<file path="src/rtl/i2s_pkg.sv">
// rtl/i2s_pkg.sv - shared I2S constants, stereo sample type and slot bit selection
package i2s_pkg;

   localparam int WIDTH   = 24;
   localparam int SLOTS   = 32;
   localparam int BCK_DIV = 8;

   localparam int BC_W  = $clog2(BCK_DIV);
   localparam int BIT_W = $clog2(2 * SLOTS);
   localparam int W_W   = (WIDTH > 1) ? $clog2(WIDTH) : 1;

   typedef struct packed {
      logic [WIDTH-1:0] left;
      logic [WIDTH-1:0] right;
   } stereo_t;

   // Philips framing: slot position k=0 is the delay bit, MSB at k=1, zero padding after the LSB.
   function automatic logic serial_bit(input stereo_t w, input logic [BIT_W-1:0] pos);
      logic [BIT_W-1:0] k;
      logic [WIDTH-1:0] word;
      logic [W_W-1:0]   idx;
      if (pos >= BIT_W'(SLOTS)) begin
         k    = pos - BIT_W'(SLOTS);
         word = w.right;
      end else begin
         k    = pos;
         word = w.left;
      end
      idx = W_W'(WIDTH - int'(k));
      serial_bit = (k != '0 && k <= BIT_W'(WIDTH)) ? word[idx] : 1'b0;
   endfunction

endpackage

</file>
<file path="src/rtl/i2s_clkgen.sv">
// rtl/i2s_clkgen.sv - I2S master clock generator: scki, bck, lrck and frame strobes
module i2s_clkgen
   import i2s_pkg::*;
(
   input  logic             clk,
   input  logic             reset,
   output logic             scki,
   output logic             bck,
   output logic             lrck,
   output logic             fall_tick,
   output logic             load_tick,
   output logic [BIT_W-1:0] bitcnt_next
);

   logic [BC_W-1:0]  bcnt;
   logic [BC_W-1:0]  bcnt_next;
   logic [BIT_W-1:0] bitcnt;

   assign fall_tick   = (bcnt == BC_W'(BCK_DIV - 1));
   assign load_tick   = fall_tick && (bitcnt == BIT_W'(2 * SLOTS - 1));
   assign bcnt_next   = fall_tick ? '0 : bcnt + 1'b1;
   assign bitcnt_next = (bitcnt == BIT_W'(2 * SLOTS - 1)) ? '0 : bitcnt + 1'b1;

   // bck and lrck are decoded from next-state values so they switch on the same edge as dout.
   always_ff @(posedge clk or posedge reset) begin
      if (reset) begin
         scki   <= 1'b0;
         bcnt   <= '0;
         bitcnt <= '0;
         bck    <= 1'b0;
         lrck   <= 1'b0;
      end else begin
         scki <= ~scki;
         bcnt <= bcnt_next;
         bck  <= (bcnt_next >= BC_W'(BCK_DIV / 2));
         if (fall_tick) begin
            bitcnt <= bitcnt_next;
            lrck   <= (bitcnt_next >= BIT_W'(SLOTS));
         end
      end
   end

endmodule

</file>
<file path="src/rtl/i2s_tx.sv">
// rtl/i2s_tx.sv - I2S master transmitter: holding register, frame loader and serial data output
module i2s_tx
   import i2s_pkg::*;
(
   input  logic             clk,
   input  logic             reset,
   input  logic [WIDTH-1:0] left,
   input  logic [WIDTH-1:0] right,
   input  logic             in_valid,
   output logic             in_ready,
   output logic             dout,
   output logic             bck,
   output logic             lrck,
   output logic             scki,
   output logic             frame_start,
   output logic             underrun
);

   logic             fall_tick;
   logic             load_tick;
   logic [BIT_W-1:0] bitcnt_next;
   logic             hold_full;
   logic             accept;
   stereo_t          hold;
   stereo_t          shift;

   i2s_clkgen u_clkgen (
      .clk         (clk),
      .reset       (reset),
      .scki        (scki),
      .bck         (bck),
      .lrck        (lrck),
      .fall_tick   (fall_tick),
      .load_tick   (load_tick),
      .bitcnt_next (bitcnt_next)
   );

   // The holding register drains on load_tick, so a new pair may land in that same cycle.
   assign in_ready = !hold_full || load_tick;
   assign accept   = in_valid && in_ready;

   always_ff @(posedge clk or posedge reset) begin
      if (reset) begin
         hold        <= '0;
         hold_full   <= 1'b0;
         shift       <= '0;
         dout        <= 1'b0;
         frame_start <= 1'b0;
         underrun    <= 1'b0;
      end else begin
         frame_start <= load_tick;
         underrun    <= load_tick && !hold_full;
         if (load_tick)
            shift <= hold_full ? hold : '0;
         if (accept) begin
            hold.left  <= left;
            hold.right <= right;
            hold_full  <= 1'b1;
         end else if (load_tick) begin
            hold_full <= 1'b0;
         end
         // Across a frame boundary bitcnt_next is 0, the delay slot, so the pre-load shifter is never sampled.
         if (fall_tick)
            dout <= serial_bit(shift, bitcnt_next);
      end
   end

endmodule
</file>
<file path="config.mk">
export PLATFORM = sky130hd
export DESIGN_NAME = i2s_tx
export DESIGN_NICKNAME = d
export VERILOG_FILES = /design/src/rtl/i2s_pkg.sv /design/src/rtl/i2s_clkgen.sv /design/src/rtl/i2s_tx.sv
export SDC_FILE = /design/constraint.sdc
export NUM_CORES = 1
export LEC_CHECK = 0
export ABC_AREA = 1
export CORE_ASPECT_RATIO = 2
export CORE_UTILIZATION = 51
export CTS_BUF_LIST = sky130_fd_sc_hd__clkbuf_4 sky130_fd_sc_hd__clkbuf_8
export CTS_CLUSTER_DIAMETER = 50
export DETAILED_ROUTE_END_ITERATION = 8
export PLACE_DENSITY = 0.77
export SLEW_MARGIN = 10
export SYNTH_ARGS = -nofsm -noshare
export SYNTH_HDL_FRONTEND = slang
export SYNTH_SLANG_ARGS = --single-unit
</file>
<file path="constraint.sdc">
create_clock -name clk -period 3.6 [get_ports clk]
set_clock_uncertainty 0.1 [all_clocks]
set_input_delay 0.54 -clock clk [delete_from_list [all_inputs] [get_ports clk]]
set_output_delay 0.54 -clock clk [all_outputs]
set_load 0.005 [all_outputs]
</file>
# Word level (Yosys, flattened, before mapping)

Index checks and enable logic that the tools add are counted.

Output and inout bits: 7
Word-level logic and storage cells: 44
Register bits: 112
Input port bits: 51

Bitwise operators: 1
Multiplexer cells: 12
Reduce and logical (&&, ||, !) cells: 8
Equal/unequal tests: 2
$lt $le $gt $ge: 4
Add/subtract/negate cells: 4

Operator list:

| cell                                                                   | count |
|---|---|
| 24-bit two-way mux                                                     | 2 |
| 48-bit two-way mux                                                     | 1 |
| 6-bit two-way mux                                                      | 3 |
| 6-bit by 1-bit adder with 6-bit output (second input constant)         | 1 |
| 6-bit == test (second input constant)                                  | 1 |
| 6-bit >= comparator (second input constant)                            | 1 |
| 6-bit by 5-bit <= comparator with 1-bit output (second input constant) | 1 |
| 5-bit by 6-bit < comparator with 1-bit output (second input constant)  | 1 |
| 6-bit nonzero test                                                     | 1 |
| 6-bit subtractor (second input constant)                               | 1 |
| 1-bit binary-select mux with 5-bit select                              | 1 |
| 5-bit subtractor (first input constant)                                | 1 |
| 1-bit logical AND                                                      | 4 |
| 1-bit two-way mux                                                      | 4 |
| 3-bit by 1-bit adder with 3-bit output (second input constant)         | 1 |
| 3-bit == test (second input constant)                                  | 1 |
| 3-bit >= comparator (second input constant)                            | 1 |
| 3-bit two-way mux                                                      | 1 |
| 2-bit nonzero test                                                     | 1 |
| 1-bit zero test                                                        | 1 |
| 1-bit logical OR                                                       | 1 |
| 1-bit inverter                                                         | 1 |

# Longest topological paths before layout

Gate-level depths: netlist (run 1).

Word-level depth: 9
Mapped depth: 17
Gate-level depth less buffers: 16

# Modules after synthesis

A second synthesis (run 1) with hierarchy kept.

Cells, all modules: 518
Area total of the unflattened synthesis: 4,860.9 um^2

By module, submodules not included:

| module     | cells each | instances | seq. area each (um^2) | area an instance (um^2) |
|---|---|---|---|---|
| i2s_tx     | 455        | 1         | 2,502.4               | 4,354.2 |
| i2s_clkgen | 63         | 1         | 250.2                 | 506.7 |

# Least setup slack after synthesis (run 1)

Ideal clock, no wire load.

Path kind: reg2reg
Start point: register u_clkgen.bcnt[0]
End point: register hold[10] in the netlist's numbering
Data arrival time: 1,809 ps
Period minus slack after synthesis: 2,034 ps
Slack: 1,566 ps
Cell stages (with the launch flop): 11
Setup time: 125 ps
Required time: 3,375 ps
Path buffers: 2
Cell sequence: dfrtp_1 ha_1 ha_1 inv_1 nor2_8 inv_2 nand2_2 nand2_2 buf_6 buf_6 mux2_4

Word-level cells in the longest chain between the ends: 4

Ends and longest elaborated chain:

| item                     | line             | text |
|---|---|---|
| start: declaration       | i2s_clkgen.sv:15 | `logic [BC_W-1:0] bcnt;` |
| start signal: assignment | i2s_clkgen.sv:34 | `bcnt <= bcnt_next;` |
| 3-bit == test            | i2s_clkgen.sv:19 | `assign fall_tick = (bcnt == BC_W'(BCK_DIV - 1));` |
| 1-bit logical AND        | i2s_clkgen.sv:20 | `assign load_tick = fall_tick && (bitcnt == BIT_W'(2 * SLOTS - 1));` |
| 1-bit logical OR         | i2s_tx.sv:39     | `assign in_ready = !hold_full \|\| load_tick;` |
| named net in_ready       | i2s_tx.sv:10     | `output logic in_ready,` |
| 1-bit logical AND        | i2s_tx.sv:40     | `assign accept = in_valid && in_ready;` |
| end: declaration         | i2s_tx.sv:24     | `stereo_t hold;` |

The timed path passes the listed nets, and every way through them passes these cells.
A chain may end at the register's enable or synchronous reset.

# Worst setup path in the final report (run 1)

Start point: register u_clkgen.bcnt[0]
End point: output port in_ready

Word-level cells in the longest chain between the ends: 3

Ends and longest elaborated chain:

| item              | line |
|---|---|
| 3-bit == test     | i2s_clkgen.sv:19 |
| 1-bit logical AND | i2s_clkgen.sv:20 |
| 1-bit logical OR  | i2s_tx.sv:39 |
| end: declaration  | i2s_tx.sv:10 |

No other way between the ends.

==> impl_results.md, run 1 <==
* Placeable core area at 9640 um^2
* Root buf cell: sky130_fd_sc_hd__clkbuf_8
* Highest net fanout along the worst path at 14
* Full die area at 10300 um^2
* Worst min-delay path class: flip-flop to flip-flop
* Y dimension of the die at 143 um
* Post-synth EDFFs at 0
* Post-DR vias/cell at 5.18
* Final Wtd Congestion at 0.880
* Maximum clock path buffer count at 2
* Net count after synthesis at 570
* Initial Util at 52.3%
* Proportion of netlist area held by the largest area contributor at 55.1%
* Layout Cells excl Fill at 700
* Post-detailed-route DRC marker count at 0
* Setup slack of the most critical reg-to-reg path at 0.92 ns
* Setup repair after global routing missed its margin: no
* Total power per unit cell area at 346 nW/um^2
* Share of cells above drive strength 1 at 15.5%
* Antenna diode count at 0
* TritonCTS clock tree: yes
* Count of pins over their slew limit at 0
* Startpoint-to-endpoint class of the critical path: flip-flop to output pin
* Initial antenna violation count at 0
* Half-perimeter wire length after detailed placement at 8020 um
* Launching instance or port of the critical path: u_clkgen.bcnt[0]
* Cell count after placement at 684
* CTS Hold Buffers Added at 0
* Final Net Count at 617
* Routed wire length per instance at 15.6 um
* Most instantiated cells after synthesis: 145 x sky130_fd_sc_hd__nand2_1, 111 x sky130_fd_sc_hd__dfrtp_1, 86 x sky130_fd_sc_hd__nand3_1, 39 x sky130_fd_sc_hd__mux2_2, 28 x sky130_fd_sc_hd__inv_1
* CTS buffer count at 9
* Quantity of I/O buffers inserted on ports at 57
* Time the worst path needs with I/O delays and setup at 2.87 ns
* Max IR drop VDD at 0.000276 V
* CTS Sinks at 111
* Required time reported for the critical path endpoint at 2.96 ns
* Synthesized netlist cell count at 516
* Achievable Freq at 0.349 GHz
* Critical Path, Cell by Cell: ha_1 > ha_1 > inv_1 > nor2_8 > inv_2 > nand2_2 > clkdlybuf4s50_1
* Clock latency of the later-clocked register in the worst-skew pair at 0.37 ns
* Slowest cell delay on critical path at 0.48 ns
* Overall fraction of global-route tracks in use at 23.1%
* Max_cap viols at 0
* Overflow left after global routing at 0
* Number of buffers inserted to repair setup after CTS at 0
* Worst Path Arrival at 2.23 ns
* Tightest hold margin at 0.323 ns
* Final number of hold-violating endpoints at 0
* Cell area after layout at 5890 um^2
* Worst-Margin Slew at 0.581 ns
* Clock-pin transition on the worst setup and hold timing paths at 0.11 ns
* Global-route wire length before repair at 17900 um
* Level count of the clock H-tree at 3
* Routed Antenna Nets at 0
* Critical register-to-register path endpoint: hold[20]
* Status: finished, final reports clean
* Post-synthesis average cell area at 9.76 um^2
* Largest cells by area after synthesis: sky130_fd_sc_hd__dfrtp_1 55%, sky130_fd_sc_hd__nand2_1 11%, sky130_fd_sc_hd__mux2_2 8.7%
* Resized cells post-CTS at 0
* Cell type with the highest aggregate area in the netlist: sky130_fd_sc_hd__dfrtp_1
* Number of cells on the worst reg-to-reg path at 9
* Worst Setup End Kind: output pin
* Count leader, synth: sky130_fd_sc_hd__nand2_1
* Startpoint class of the critical path: flip-flop
* Fraction of registers with async set or reset after synthesis at 100%
* First-pass DRT Iterations at 5
* IO Count at 58
* Critical-path cell with the highest stage delay: sky130_fd_sc_hd__clkdlybuf4s50_1
* Final-layout setup total negative slack at 0 ns
* Cell Rows at 51
* Setup WS post-layout at 0.732 ns
* Synth Register Bits at 111
* Reg2Reg Launch Point: u_clkgen.bcnt[0]
* Cell repeated most along the worst path: sky130_fd_sc_hd__ha_1
* Wirelength, routed at 10900 um
* Fraction of the yosys area taken by sequential cells at 55.1%
* Worst Setup Slack post-DPL at 0.893 ns
* Number of warnings issued by yosys at 0
* Post-synth design cell area at 5040 um^2
* Post-route clock period utilization at 79.7%
* Number of global-route vias before repair at 3640
* Slew HR at 61.1%
* Leakage power at 3.03 nW
* Die Span X at 72.3 um
* Count of different cell masters after synthesis at 29
* Setup Viol. Count Final at 0
* Synth-to-Final Area Change at 16.9%
* Placement Cell Area at 5700 um^2
* Most used flip-flop cell after synthesis: sky130_fd_sc_hd__dfrtp_1
* End point of the critical path: in_ready
* Detailed-route via count at 3624
* Violation count after the first detailed-route iteration at 179
* Pin count of the biggest net entering global routing at 62
## registers in the layout, summed over array words and instances (netlist names)
signal	flops
hold_full	1
u_clkgen.scki	1
frame_start	1
u_clkgen.lrck	1
hold	48
u_clkgen.bcnt	2
shift	48
dout	1
u_clkgen.bck	1
u_clkgen.bitcnt	6
underrun	1
## worst max-delay path, delay by kind of cell (launching register included)
| kind | cells | cell delay [ns] |
|---|---|---|
| buffers and inverters | 3 | 0.93 |
| flip-flops | 1 | 0.39 |
| adder cells (fa/ha/maj) | 2 | 0.41 |
| AND/OR/NAND/NOR | 2 | 0.13 |
## worst min path at each step
stage,startpoint,end,slack [ns],depth (start not counted)
after CTS,u_clkgen.scki,u_clkgen.scki,0.33,1
after floorplan,u_clkgen.bcnt[0],u_clkgen.bcnt[0],0.30,1
after global routing,u_clkgen.scki,u_clkgen.scki,0.34,1
after detailed placement,u_clkgen.scki,u_clkgen.scki,0.32,1
after global placement,u_clkgen.scki,u_clkgen.scki,0.31,1
final,u_clkgen.scki,u_clkgen.scki,0.32,1
## where the power goes
group	switching [mW]	leakage (nW)	internal (mW)
Clock	0.432	0.0960	0.282
Sequential	0	1.53	1.25
Combinational	0.0311	1.40	0.0505
Total	0.463	3.03	1.58
## metal layers
layer  vias to the layer above  track usage [%]  share of wire (%)
li1                       1770                -                  -
met1                      1763             27.4                 39
met2                        70             40.0                 55
met3                        21             3.82                2.9
met4                         0             10.8                2.7
met5                         -                0                  0
## cells by family (layout without fill, tap and decap cells)
group                      Yosys count  after routing  share of synthesized area [%]
buffers and inverters               58            110                           5.24
muxes                               48             48                           11.4
xor gates and xnor gates             3              3                          0.522
DFF                                111            111                           55.1
adders and majority gates            3              3                          0.745
AOI/OAI and AO/OA                   29             29                           3.13
and+or+nand+nor                    264            264                           23.8
## layout make-up
cell class                      instances  area [um^2]
Clock buffer                           10          138
Clock inverter                          6         55.1
Fill cell                             824         3740
Inverter                               31          119
Multi-Input combinational cell        347         2000
Sequential cell                       111         2780
Tap cell                              132          165
Timing Repair Buffer                   63          641
## cell usage in the layout (no fill, tap or decap), drive strengths merged
cell type | Yosys | routed
clkdlybuf4s50 | 0 | 57
xor2 | 2 | 2
nand2 | 153 | 153
o21ai | 23 | 23
clkbuf | 17 | 10
inv | 31 | 33
clkinv | 0 | 3
o21bai | 2 | 2
nor2 | 22 | 22
clkinvlp | 0 | 1
xnor2 | 1 | 1
ha | 3 | 3
dfrtp | 111 | 111
nand3 | 87 | 87
or2 | 2 | 2
mux2 | 48 | 48
buf | 10 | 6
o211ai | 3 | 3
a21oi | 1 | 1
## per-stage QoR
step	utilization, %	total power [mW]
finish	61.1	2.04
global route	61.1	2.11
CTS	61.1	2.06
detailed placement	59.1	1.35
global placement	59.1	1.35
floorplan	-	1.29
Note: power is estimated with default switching activity, not from simulation.
==> run 2: changes to the inputs <==
--- a/config.mk
+++ b/config.mk
@@ -11,7 +11,7 @@
 export CTS_BUF_LIST = sky130_fd_sc_hd__clkbuf_4 sky130_fd_sc_hd__clkbuf_8
 export CTS_CLUSTER_DIAMETER = 50
 export DETAILED_ROUTE_END_ITERATION = 8
-export PLACE_DENSITY = 0.77
+export PLACE_DENSITY = 0.74
 export SLEW_MARGIN = 10
 export SYNTH_ARGS = -nofsm -noshare
 export SYNTH_HDL_FRONTEND = slang
==> constraint.sdc (replaced) <==
create_clock -name clk -period 2.9 [get_ports clk]
set_clock_uncertainty 0.1 [all_clocks]
set_input_delay 0.435 -clock clk [delete_from_list [all_inputs] [get_ports clk]]
set_output_delay 0.435 -clock clk [all_outputs]
set_load 0.005 [all_outputs]
==> run 2 against run 1 <==
Die area stayed put. Core utilization is 0.42 points higher. Flip-flop and latch count stayed put. Largest cell class unchanged. Sequential share of layout area is 0.32 points lower. Via count is 0.86% higher. Critical path depth is 1 higher. Register-to-register slack worse by 0.50 ns. Setup slack worse by 0.56 ns. Count of clock-buffer cells in the layout stayed put. Cell count is 0.14% higher. Clock power is 34% higher.
==> impl_results.md, run 2 (synthesis results as in run 1) <==
* Root buf cell: sky130_fd_sc_hd__clkbuf_8
* Achievable Freq at 0.367 GHz
* Number of global-route vias before repair at 3714 (+2.0%)
* Final number of hold-violating endpoints at 0 (unchanged)
* Initial Util at 52.3% (unchanged)
* Setup WS post-layout at 0.175 ns (-0.557 ns)
* Slew HR at 63.3% (+2.2 points)
* Synth-to-Final Area Change at 17.7%
* Setup Viol. Count Final at 0 (unchanged)
* Post-DR vias/cell at 5.21 (+0.71%)
* Wirelength, routed at 11100 um (+2.1%)
* Startpoint class of the critical path: flip-flop
* Setup repair after global routing missed its margin: no
* Detailed-route via count at 3655 (+0.86%)
* Final Net Count at 618 (+0.16%)
* Net switching power at 0.574 mW (+24%)
* Routed wire length on met2 at 6210 um (+3.6%)
* CTS buffer count at 9 (unchanged)
* Max_cap viols at 0 (unchanged)
* Placeable core area at 9640 um^2 (unchanged)
* Number of buffers inserted to repair setup after CTS at 0 (unchanged)
* Highest net fanout along the worst path at 7 (-7)
* Biggest regs: hold: 48 flops, shift: 48 flops, u_clkgen.bitcnt: 6 flops
* Quantity of I/O buffers inserted on ports at 57 (unchanged)
* Worst Path Arrival at 2.19 ns (-0.04 ns)
* Worst Setup End Kind: output pin
* Required time reported for the critical path endpoint at 2.37 ns (-0.59 ns)
* Wire length on met3 at 239 um (-24%)
* Switching power share of the total at 22.0% (-0.70 points)
* Violation count after the first detailed-route iteration at 177 (-1.1%)
* Final Wtd Congestion at 1.04 (+18%)
* Resized cells post-CTS at 0 (unchanged)
* Routed Antenna Nets at 0 (unchanged)
* Antenna diode count at 0 (unchanged)
* Half-perimeter wire length after detailed placement at 8100 um (+1.1%)
* Most common cell after layout, fill and taps aside: sky130_fd_sc_hd__nand2_1
* Initial antenna violation count at 0 (unchanged)
* Final-layout setup total negative slack at 0 ns (unchanged)
* Worst-Margin Slew at 0.551 ns (-0.0305 ns)
* Combinational cell fraction of total power at 4.0% (about the same)
* Highest metal used: met4
* First-pass DRT Iterations at 5 (unchanged)
* IO Count at 58 (unchanged)
* Time the worst path needs with I/O delays and setup at 2.72 ns
* CTS Hold Buffers Added at 0 (unchanged)
* Worst min-delay path class: flip-flop to flip-flop
* Full die area at 10300 um^2 (unchanged)
* Post-detailed-route DRC marker count at 0 (unchanged)
* Routed metal-1 wire length at 4270 um (-0.37%)
* Total power per unit cell area at 440 nW/um^2 (+27%)
* Die Span X at 72.3 um (unchanged)
* Y dimension of the die at 143 um (unchanged)
* Status: finished, final reports clean
* Leakage power at 3.04 nW (+0.40%)
* Count of pins over their slew limit at 0 (unchanged)
* Max IR drop VDD at 0.000413 V (+49%)
* Commonest cells after routing, fill and taps aside: 145 x sky130_fd_sc_hd__nand2_1, 111 x sky130_fd_sc_hd__dfrtp_1, 86 x sky130_fd_sc_hd__nand3_1, 57 x sky130_fd_sc_hd__clkdlybuf4s50_1, 39 x sky130_fd_sc_hd__mux2_2
* Clock latency of the later-clocked register in the worst-skew pair at 0.38 ns (about the same)
* CTS Sinks at 111 (unchanged)
* Global-route wire length before repair at 18100 um (+1.6%)
* Share of total power in the clock network at 36.7% (+1.7 points)
* Level count of the clock H-tree at 3 (unchanged)
* Clock-pin transition on the worst setup and hold timing paths at 0.10 ns (about the same)
* Cell Rows at 51 (unchanged)
* TritonCTS clock tree: yes
* Overflow left after global routing at 0 (unchanged)
* Share of cells above drive strength 1 at 15.6% (+0.15 points)
* Routed wire length per instance at 15.9 um (+2.0%)
* Overall fraction of global-route tracks in use at 23.6% (+0.49 points)
* Final core utilization at 61.6% (+0.42 points)
* Maximum clock path buffer count at 2 (unchanged)
* Worst Setup Slack post-DPL at 0.540 ns (-0.353 ns)
* Pin count of the biggest net entering global routing at 62 (unchanged)
* Power Internal at 2.04 mW (+29%)
* Fraction of power consumed by sequential logic at 59.3% (-1.7 points)
* Post-route clock period utilization at 94.0%
* Startpoint-to-endpoint class of the critical path: flip-flop to output pin
run 2: cell count changes in the layout (fill, tap and decap cells not counted), sizes merged:
cell,delta
clkinvlp,+1
inv,-1
bufinv,+1
buf,+1
clkinv,-1
run 2: power by group through the flow:
stage	sequential, mW	clock, mW	combinational (mW)
3_3_place_gp	1.58	0	0.105
3_5_place_dp	1.58	0	0.108
2_1_floorplan	1.58	0	0.0237
5_1_grt	1.55	1.04	0.116
6_report	1.55	0.958	0.104
4_1_cts	1.55	0.981	0.108
run 2: worst max-delay path, cell delays in order, from the launching register on:
cell and delay, ns:
sky130_fd_sc_hd__dfrtp_1 0.45, sky130_fd_sc_hd__ha_1 0.28, sky130_fd_sc_hd__nand2_4 0.10, sky130_fd_sc_hd__nor2_8 0.14, sky130_fd_sc_hd__nand2_8 0.09, sky130_fd_sc_hd__nor2_8 0.10, sky130_fd_sc_hd__inv_2 0.06, sky130_fd_sc_hd__nand2_2 0.08
sky130_fd_sc_hd__clkdlybuf4s50_1 0.51
run 2: path summary, 6_finish.rpt:
| check | from | end | slack (ns) | depth (start not counted) |
|---|---|---|---|---|
| worst max-delay path | u_clkgen.bitcnt[0] | in_ready | 0.18 | 8 |
| worst min-delay path | u_clkgen.scki | u_clkgen.scki | 0.32 | 1 |
| worst max register to register | u_clkgen.bitcnt[0] | dout | 0.42 | 16 |
| worst min register to register | u_clkgen.scki | u_clkgen.scki | 0.32 | 1 |
| max in group asynchronous | reset | hold[38] | 1.79 | 3 |
| min in group asynchronous | reset | hold_full | 0.33 | 2 |
run 2: cell type report:
cell class,count,area [um^2]
well taps,132,165
repair buffers,64,661
flip-flops and latches,111,2780
clock buffers,10,131
clock inverters,6,80.1
multi-input cells,347,2000
inverters,31,120
fillers,857,3700
run 2: metal layers:
| layer | vias to the layer above | track usage [%] |
|---|---|---|
| met5 | - | 0 |
| met2 | 68 | 43.1 |
| li1 | 1776 | - |
| met1 | 1792 | 25.9 |
| met4 | 0 | 11.2 |
| met3 | 19 | 3.61 |
run 2: stage by stage:
stage	cell area, um^2	hold slack [ns]	total power, mW	std cells
after floorplan	5040	0.303	1.60	516
final	5930	0.322	2.61	701
after detailed placement	5720	0.310	1.68	685
after global routing	5930	0.358	2.70	701
after CTS	5930	0.327	2.64	701
after global placement	5720	0.307	1.68	685
==> run 3: changes to the inputs <==
--- a/config.mk
+++ b/config.mk
@@ -12,6 +12,7 @@
 export CTS_CLUSTER_DIAMETER = 50
 export DETAILED_ROUTE_END_ITERATION = 8
 export PLACE_DENSITY = 0.74
+export SETUP_SLACK_MARGIN = 0.2
 export SLEW_MARGIN = 10
 export SYNTH_ARGS = -nofsm -noshare
 export SYNTH_HDL_FRONTEND = slang
==> run 3 against run 2 <==
Critical path type unchanged. Power down 0.19%. Design area up 0.49%. Setup slack better by 0.13 ns. Die area unchanged. Sequential power about the same. Via count down 0.47%. Core utilization up 0.30 points. Worst hold slack about the same. Flip-flop and latch count unchanged.
==> impl_results.md, run 3 (synthesis results as in run 1) <==
* Status: finished, final reports clean
* Worst Setup End Kind: output pin
* Power Internal at 2.04 mW (about the same)
* Highest net fanout along the worst path at 7 (unchanged)
* Achievable Freq at 0.385 GHz (+4.9%)
* Quantity of I/O buffers inserted on ports at 57 (unchanged)
* Antenna diode count at 0 (unchanged)
* Number of global-route vias before repair at 3728 (+0.38%)
* Maximum clock path buffer count at 2 (unchanged)
* Net switching power at 0.569 mW (-0.86%)
* Biggest regs: hold: 48 flops, shift: 48 flops, u_clkgen.bitcnt: 6 flops
* Cell Rows at 51 (unchanged)
* Overflow left after global routing at 0 (unchanged)
* Launching instance or port of the critical path: u_clkgen.bitcnt[1]
* Number of buffer and inverter instances along the worst setup path at 2 (unchanged)
* Most common cell after layout, fill and taps aside: sky130_fd_sc_hd__nand2_1
* Setup repair after global routing missed its margin: no
* Final Net Count at 620 (+0.32%)
* Die Span X at 72.3 um (unchanged)
* Commonest cells after routing, fill and taps aside: 145 x sky130_fd_sc_hd__nand2_1, 110 x sky130_fd_sc_hd__dfrtp_1, 86 x sky130_fd_sc_hd__nand3_1, 57 x sky130_fd_sc_hd__clkdlybuf4s50_1, 39 x sky130_fd_sc_hd__mux2_2
* Final Wtd Congestion at 1.04 (unchanged)
* Combinational cell fraction of total power at 4.0% (about the same)
* Full die area at 10300 um^2 (unchanged)
* Routed Antenna Nets at 0 (unchanged)
* CTS buffer count at 9 (unchanged)
* Leakage power at 3.05 nW (+0.33%)
* Cell area after layout at 5960 um^2 (+0.49%)
* Y dimension of the die at 143 um (unchanged)
* Initial Util at 52.3% (unchanged)
* Required time reported for the critical path endpoint at 2.37 ns (about the same)
* IO Count at 58 (unchanged)
* Critical Path, Cell by Cell: ha_4 > nand2_4 > nor2_8 > nand2_8 > nor2_8 > inv_2 > nand2_2 > clkdlybuf4s50_1
* Level count of the clock H-tree at 3 (unchanged)
* Tightest hold margin at 0.322 ns (+0.0000520 ns)
* Max_cap viols at 0 (unchanged)
* Pin count of the biggest net entering global routing at 62 (unchanged)
* First-pass DRT Iterations at 4 (-1)
* Area taken by multi-input logic gates at 2010 um^2 (+0.63%)
* Worst Path Arrival at 2.06 ns (-0.13 ns)
* Post-detailed-route DRC marker count at 0 (unchanged)
* Final number of hold-violating endpoints at 0 (unchanged)
* Critical-path cell with the highest stage delay: sky130_fd_sc_hd__clkdlybuf4s50_1
* Root buf cell: sky130_fd_sc_hd__clkbuf_8
* Worst min-delay path class: flip-flop to flip-flop
* Placement Cell Area at 5720 um^2 (unchanged)
* Slew HR at 63.0% (-0.32 points)
* Final core utilization at 61.9% (+0.30 points)
* Cell repeated most along the worst path: sky130_fd_sc_hd__nor2_8
* Worst-Margin Slew at 0.556 ns (+0.00473 ns)
* CTS Sinks at 111 (unchanged)
* Clock latency of the later-clocked register in the worst-skew pair at 0.38 ns (about the same)
* Final-layout setup total negative slack at 0 ns (unchanged)
* Count of pins over their slew limit at 0 (unchanged)
* Max IR drop VDD at 0.000414 V (+0.22%)
* Total power per unit cell area at 437 nW/um^2 (-0.67%)
* Global-route wire length before repair at 18200 um (about the same)
* Time the worst path needs with I/O delays and setup at 2.60 ns (-0.126 ns)
* Post-route clock period utilization at 89.6% (-4.4 points)
* Source of the worst hold timing path: u_clkgen.scki
* Routed wire length per instance at 15.9 um (+0.19%)
* CTS Hold Buffers Added at 0 (unchanged)
* Share of total power in the clock network at 36.6% (about the same)
* Initial antenna violation count at 0 (unchanged)
* Dominant delay contributor by cell family on the critical path: buffers and inverters
* Overall fraction of global-route tracks in use at 23.6% (+0.030 points)
* Area taken by flip-flops and latches at 2780 um^2 (about the same)
* Slowest cell delay on critical path at 0.51 ns (about the same)
* Setup Viol. Count Final at 0 (unchanged)
* Number of filler instances in the final layout at 857 (unchanged)
* Placeable core area at 9640 um^2 (unchanged)
* Switching power share of the total at 21.8% (-0.15 points)
* Half-perimeter wire length after detailed placement at 8100 um (unchanged)
* Clock-pin transition on the worst setup and hold timing paths at 0.11 ns (about the same)
* Post-DR vias/cell at 5.17 (-0.75%)
* Detailed-route via count at 3638 (-0.47%)
* TritonCTS clock tree: yes
* Total design power at 2.60 mW (-0.19%)
* Startpoint-to-endpoint class of the critical path: flip-flop to output pin
* Wirelength, routed at 11200 um (+0.48%)
* Fraction of power consumed by sequential logic at 59.4% (about the same)
* Startpoint class of the critical path: flip-flop
* Share of cells above drive strength 1 at 16.3% (+0.65 points)
* Reg2Reg Launch Point: u_clkgen.bitcnt[1]
* Violation count after the first detailed-route iteration at 173 (-2.3%)
* Synth-to-Final Area Change at 18.3%
run 3: power by group through the flow:
stage / clock [mW] / combinational, mW / sequential [mW]
2_1_floorplan: 0 / 0.0237 / 1.58
3_3_place_gp: 0 / 0.105 / 1.58
3_5_place_dp: 0 / 0.108 / 1.58
4_1_cts: 0.981 / 0.108 / 1.55
5_1_grt: 1.04 / 0.116 / 1.55
6_report: 0.953 / 0.104 / 1.55
run 3: worst paths after layout:
kind | depth (start not counted) | slack, ns | end
setup / recovery | 8 | 0.30 | in_ready
hold / removal | 1 | 0.32 | u_clkgen.scki
setup reg to reg | 16 | 0.54 | dout
hold reg to reg | 1 | 0.32 | u_clkgen.scki
max in group asynchronous | 3 | 1.77 | u_clkgen.bitcnt[2]
min in group asynchronous | 2 | 0.34 | hold_full
run 3: what timing repair did:
action / 4_1_cts / 5_1_grt
setup buffers: 1 / 1
gates resized for setup: 1 / 2
endpoints found under the setup margin: 1 / 1
run 3: final cells by class:
type / count / area share, %
clock inverters: 6 / 1.34
inverters: 31 / 2.02
flip-flops and latches: 111 / 46.6
repair buffers: 66 / 11.3
multi-input cells: 347 / 33.7
well taps: 132 / 2.77
clock buffers: 10 / 2.20
run 3: routing by layer:
layer / share of wire (%) / track usage (%) / vias up / wire [um]
met5: 0 / 0 / - / 0
met4: 4.0 / 12.0 / 0 / 450
met3: 2.3 / 3.61 / 21 / 257
met2: 56 / 43.0 / 74 / 6250
met1: 38 / 25.8 / 1760 / 4220
li1: - / - / 1783 / -
run 3: per-stage QoR:
| stage | worst slack, ns | std cells |
|---|---|---|
| floorplan | 0.866 | 516 |
| global placement | 0.522 | 685 |
| detailed placement | 0.540 | 685 |
| CTS | 0.207 | 702 |
| global route | 0.214 | 703 |
| finish | 0.302 | 703 |
